## src/rtl/serializer_pkg.sv

```systemverilog
// Shared types and helpers for the PISO serializer.
// FSM state encoding and frame-length arithmetic.
package serializer_pkg;

  typedef enum logic [1:0] {
    ST_IDLE  = 2'd0,
    ST_START = 2'd1,
    ST_DATA  = 2'd2,
    ST_STOP  = 2'd3
  } state_e;

  function automatic int frame_len(
    input int w,
    input int framed,
    input int stop_bits
  );
    return (framed != 0) ? (w + 1 + stop_bits) : w;
  endfunction

endpackage

```

## src/rtl/piso_hold_reg.sv

```systemverilog
// One-word valid/ready holding register.
// Emptied by the shift engine's load strobe.
module piso_hold_reg #(
  parameter int DATA_WIDTH = 8
) (
  input  logic                  clk,
  input  logic                  rst,
  input  logic                  valid,
  input  logic [DATA_WIDTH-1:0] data_in,
  input  logic                  load,
  output logic                  ready,
  output logic [DATA_WIDTH-1:0] hold_data,
  output logic                  hold_full
);

  logic accept;

  assign ready  = ~hold_full;
  assign accept = valid & ~hold_full;

  always_ff @(posedge clk or negedge rst) begin
    if (!rst) begin
      hold_full <= 1'b0;
    end else begin
      hold_full <= accept | (hold_full & ~load);
    end
  end

  always_ff @(posedge clk) begin
    if (accept) begin
      hold_data <= data_in;
    end
  end

endmodule

```

## src/rtl/piso_serializer.sv

```systemverilog
// Parallel-in serial-out serializer with optional
// start/stop framing and back-to-back frames.
module piso_serializer
  import serializer_pkg::*;
#(
  parameter int DATA_WIDTH = 8,
  parameter int MSB_FIRST  = 0,
  parameter int FRAMED     = 1,
  parameter int STOP_BITS  = 1,
  parameter int IDLE_LEVEL = 1
) (
  input  logic                  clk,
  input  logic                  rst,
  input  logic                  valid,
  input  logic [DATA_WIDTH-1:0] data_in,
  input  logic                  shift,
  output logic                  ready,
  output logic                  srl_out,
  output logic                  tx_active,
  output logic                  frame_done
);

  localparam int CW = (DATA_WIDTH > 1) ? $clog2(DATA_WIDTH) : 1;
  localparam logic [CW-1:0] LAST = CW'(DATA_WIDTH - 1);
  localparam logic LAST_STOP = 1'(STOP_BITS - 1);
  localparam logic IDLE_BIT  = 1'(IDLE_LEVEL);
  localparam bit   FR        = (FRAMED != 0);
  localparam bit   MSBF      = (MSB_FIRST != 0);

  state_e                  state;
  logic [CW-1:0]           cnt;
  logic                    stop_cnt;
  logic [DATA_WIDTH-1:0]   shreg;
  logic [DATA_WIDTH-1:0]   hold_data;
  logic                    hold_full;
  logic                    load;
  logic                    frame_end;

  function automatic logic bit_at(
    input logic [DATA_WIDTH-1:0] d,
    input logic [CW-1:0]         i
  );
    if (MSBF) return d[LAST - i];
    return d[i];
  endfunction

  piso_hold_reg #(
    .DATA_WIDTH(DATA_WIDTH)
  ) u_hold (
    .clk       (clk),
    .rst       (rst),
    .valid     (valid),
    .data_in   (data_in),
    .load      (load),
    .ready     (ready),
    .hold_data (hold_data),
    .hold_full (hold_full)
  );

  // Last bit period of a frame ends on this shift edge.
  assign frame_end = shift & (
    ((state == ST_DATA) && (cnt == LAST) && !FR) ||
    ((state == ST_STOP) && (stop_cnt == LAST_STOP)));

  assign load = shift & hold_full &
    ((state == ST_IDLE) | frame_end);

  assign tx_active = (state != ST_IDLE);

  always_ff @(posedge clk or negedge rst) begin
    if (!rst) begin
      state      <= ST_IDLE;
      cnt        <= '0;
      stop_cnt   <= 1'b0;
      srl_out    <= IDLE_BIT;
      frame_done <= 1'b0;
    end else begin
      frame_done <= frame_end;
      if (load) begin
        cnt      <= '0;
        stop_cnt <= 1'b0;
        if (FR) begin
          state   <= ST_START;
          srl_out <= ~IDLE_BIT;
        end else begin
          state   <= ST_DATA;
          srl_out <= bit_at(hold_data, '0);
        end
      end else if (shift) begin
        unique case (state)
          ST_START: begin
            state   <= ST_DATA;
            cnt     <= '0;
            srl_out <= bit_at(shreg, '0);
          end
          ST_DATA: begin
            if (cnt == LAST) begin
              state    <= FR ? ST_STOP : ST_IDLE;
              stop_cnt <= 1'b0;
              srl_out  <= IDLE_BIT;
            end else begin
              cnt     <= cnt + 1'b1;
              srl_out <= bit_at(shreg, cnt + 1'b1);
            end
          end
          ST_STOP: begin
            if (stop_cnt == LAST_STOP) begin
              state <= ST_IDLE;
            end else begin
              stop_cnt <= stop_cnt + 1'b1;
            end
          end
          default: begin
            srl_out <= IDLE_BIT;
          end
        endcase
      end
    end
  end

  always_ff @(posedge clk) begin
    if (load) begin
      shreg <= hold_data;
    end
  end

endmodule

```

## config.mk

```make
export PLATFORM = sky130hd
export DESIGN_NAME = piso_serializer
export DESIGN_NICKNAME = d
export VERILOG_FILES = /design/src/rtl/serializer_pkg.sv /design/src/rtl/piso_hold_reg.sv /design/src/rtl/piso_serializer.sv
export SDC_FILE = /design/constraint.sdc
export NUM_CORES = 1
export LEC_CHECK = 0
export BUFFER_PORTS_ARGS = -buffer_cell sky130_fd_sc_hd__buf_2
export CORE_ASPECT_RATIO = 1.5
export CORE_MARGIN = 10
export CORE_UTILIZATION = 31
export CTS_CLUSTER_DIAMETER = 100
export DETAILED_ROUTE_END_ITERATION = 12
export GPL_TIMING_DRIVEN = 0
export SLEW_MARGIN = 30
export SYNTH_ARGS = -nofsm -noshare
export SYNTH_HDL_FRONTEND = slang
export SYNTH_SLANG_ARGS = --single-unit
```

## constraint.sdc

```tcl
create_clock -name clk -period 2.47 [get_ports clk]
set_clock_uncertainty 0.05 [all_clocks]
set_input_delay 0.247 -clock clk [delete_from_list [all_inputs] [get_ports clk]]
set_output_delay 0.247 -clock clk [all_outputs]
set_load 0.1 [all_outputs]
```

==> summary.md <==
| Metric | Value |
|---|---|
| Status | finished clean |
| Compound-Gate Fraction of Synth Area | 0.0651 |
| CTS tree | built |
| Peak Freq | about 510 MHz |
| Die area | between 6000 and 7000 sq um |
| Global-route usage over all layers | 0.0598 |
| Post-Synth Simple-Gate Area | 0.0953 |
| Syn Nets | 89 |
| Setup_tns | 0 ns |
| Yosys Warn Count | 0 |
| First-pass GRT wire length | between 2000 and 3000 um |
| Largest net degree at the start of global routing | 15 |
| Initial Util | 0.325 |
| Overflow after GRT | 0 |
| Site Rows | 25 |
| Clock power frac | 0.214 |
| Pint | 0.981 mW |
| Sw power | slightly above 0.6 mW |
| RSZ-0062 raised after global routing | false |
| Post-Synthesis Cells | between 60 and 70 |
| Worst setup EP type | register |
| Max-cap violations | 0 |
| Final nets | 110 |
| IO Pins | 16 |
| Antenna cells | 0 |
| Global placer's final weighted congestion | ~0.74 |
| Combinational power share | 0.397 |
| Fraction of synthesized area in multiplexers | 0.0639 |
| Fin crit share | 0.789 |
| Final WL | approximately 1700 um |
| Via Count | about 570 |
| CTS buffer count | 3 |
| H-tree depth | 1 |
| Dpl ws | approximately 0.48 ns |
| Post-synth cell types | 25 |
| Fraction of layout cells with a size suffix above 1 | 0.315 |
| XOR/XNOR share of the synthesized area | 0 |
| Slew headroom | 0.676 |
| Register area share after synthesis | 0.657 |
| Root Driver | clkbuf_8 |
| Tot Pwr | roughly 1.6 mW |
| Final setup viols | 0 |
| Non-filler cells, final | ~130 |
| Measured slew at the worst slew-check pin | about 0.5 ns |
| Top cells by count, synth | edfxtp_1, ha_1, dfrtp_1 |
| I/O Buffers | 15 |
| Ys async rst share | 0.333 |
| Starting DRT DRC Count | 17 |
| Setup ws final | 0.520 ns |
| WP data arrival | around 2 ns |
| Resized Gates After CTS | 0 |
| Area delta synth->final | 19.9% |
| Sequential power share | 0.389 |
| Largest cells by area after synthesis | edfxtp_1, dfrtp_1, ha_1 |
| Core Util, Final | 0.390 |
| Net switching share of the total power | 0.382 |
| Max IR drop VDD | between 0.4 and 0.5 mV |
| DR WL/cell | 12.9 um |
| Antenna violations before repair | 0 |
| Final min period | 1.95 ns |
| Min-delay worst type | in -> reg |
| Area leader, netlist | edfxtp_1 |
| Clock slew at reported path FFs | about 0.08 ns |
| Power density cells | between 1000 and 1500 nW/um^2 |
| Die X | around 67 um |
| Mapped Area | roughly 1000 sq um |
| Top cell type's share of synthesized area | 0.463 |
| Cell total after placement | between 100 and 150 |
| Pre-Repair DR Iteration Count | 3 |
| Num Clock Sinks | 24 |
| Final ANT Viol Nets | 0 |
| Skew-Pair Late Insertion Delay | roughly 0.26 ns |
| Core area | ~3200 sq um |
| Synth Register Bits | 24 |
| Startpoint types | register |
| Worst Path Required | between 2 and 3 ns |
| Main combinational cell family by area after synthesis | adder cells |
| Post-synth EDFFs | 16 |
| Adder-Cell Fraction of Synth Area | 0.0965 |
| Via density | 4.43 |
| Most common cell in the netlist | edfxtp_1 |
| Dpl hpwl | 1340 um |
| Mean Syn Cell Area | 15.0 sq um |
| Vias in the first global route | 621 |
| Post-CTS Setup Bufs | 0 |
| Final Hold Vio Count | 0 |
| Worst setup path category | reg -> reg |
| Die height | 90.8 um |
| P_leak | between 0.5 and 0.6 nW |
| Slew Limit Fails | 0 |
| Most used DFF post-synth | edfxtp_1 |
| Critical path peak fanout | 11 |
| Bufs on Longest Clock Path | 2 |
| Post-route DRC violation count | 0 |
-- worst max-delay path, cell delays in order (launching register included) --
cell and delay, ns:
dfrtp_1 0.43, inv_1 0.14, ha_1 0.20, nor2_1 0.05
or3_4 0.35, inv_2 0.19, o31ai_1 0.15, mux2_2 0.28
-- final timing paths --
path	from	cells past startpoint	slack, ns	end
setup / recovery	state[0]$_DFFE_PN0P_	7	0.52	cnt[0]$_DFFE_PN0P_
hold / removal	data_in[3]	1	0.10	u_hold.hold_data[3]$_DFFE_PP_
setup reg to reg	state[0]$_DFFE_PN0P_	7	0.52	cnt[0]$_DFFE_PN0P_
max in group asynchronous	rst	2	1.84	srl_out$_DFFE_PN1P_
hold reg to reg	u_hold.hold_data[7]$_DFFE_PP_	0	0.38	shreg[7]$_DFFE_PN_
min in group asynchronous	rst	2	0.30	cnt[1]$_DFFE_PN0P_
-- per-stage QoR --
step / hold slack [ns] / cell area, sq um
floorplan: -0.0986 / 1040
global placement: 0.0478 / 1160
detailed placement: 0.0543 / 1160
CTS: 0.0952 / 1240
global route: 0.0936 / 1240
finish: 0.103 / 1240
-- power groups by stage --
stage	combinational [mW]	clock [mW]	sequential, mW
2_1_floorplan	0.449	0	0.690
3_3_place_gp	0.624	0	0.621
3_5_place_dp	0.638	0	0.631
4_1_cts	0.641	0.348	0.622
5_1_grt	0.695	0.361	0.636
6_report	0.630	0.339	0.618
-- layout make-up --
| class | count | area [sq um] |
|---|---|---|
| Clock inverter | 1 | 30.0 |
| Inverter | 6 | 22.5 |
| Tap cell | 40 | 50.0 |
| Multi-Input combinational cell | 39 | 333 |
| Fill cell | 322 | 1950 |
| Timing Repair Buffer | 16 | 85.1 |
| Sequential cell | 24 | 682 |
| Clock buffer | 3 | 41.3 |
-- kinds of logic after synthesis --
| logic type | after synthesis |
|---|---|
| AO/OA/AOI/OAI | 9 |
| adder cells (fa/ha/maj) | 8 |
| buffers and inverters | 6 |
| flip-flops | 24 |
| multiplexers | 4 |
| AND/OR/NAND/NOR | 18 |
-- registers in the layout, summed over array words and instances (netlist names) --
name / cells
u_hold.hold_full: 1
state: 2
frame_done: 1
shreg: 8
srl_out: 1
cnt: 3
u_hold.hold_data: 8
-- layout by cell type (no fill, tap or decap) --
master,n
buf_2,15
a21boi_0,1
nor2_1,5
dfstp_2,1
a211oi_1,2
nand3b_1,1
edfxtp_1,16
ha_1,8
and3_1,1
o211ai_1,1
mux2_2,1
bufinv_16,1
o31ai_1,1
and2_2,1
dfrtp_1,7
and2b_1,1
nor3_1,2
a22o_2,2
mux2i_1,1
or3_4,1
nor2b_1,2
a21oi_1,2
nand2b_1,1
nand2_1,3
inv_2,1
mux4_2,2
clkbuf_8,3
dlygate4sd3_1,1
inv_1,5
-- timing repair --
item / in CTS / in global routing
endpoints found under the setup margin: 0 / 0
hold buffers: 1 / 0
hold endpoints to repair: 8 / 0
-- layer usage --
metal	vias up	GRT usage	routed length [um]
li1	290	-	-
met1	269	0.0625	693
met2	10	0.0984	855
met3	2	0.0199	91
met4	0	0.0361	26
met5	-	0	0
(Power assumes the default switching activity.)
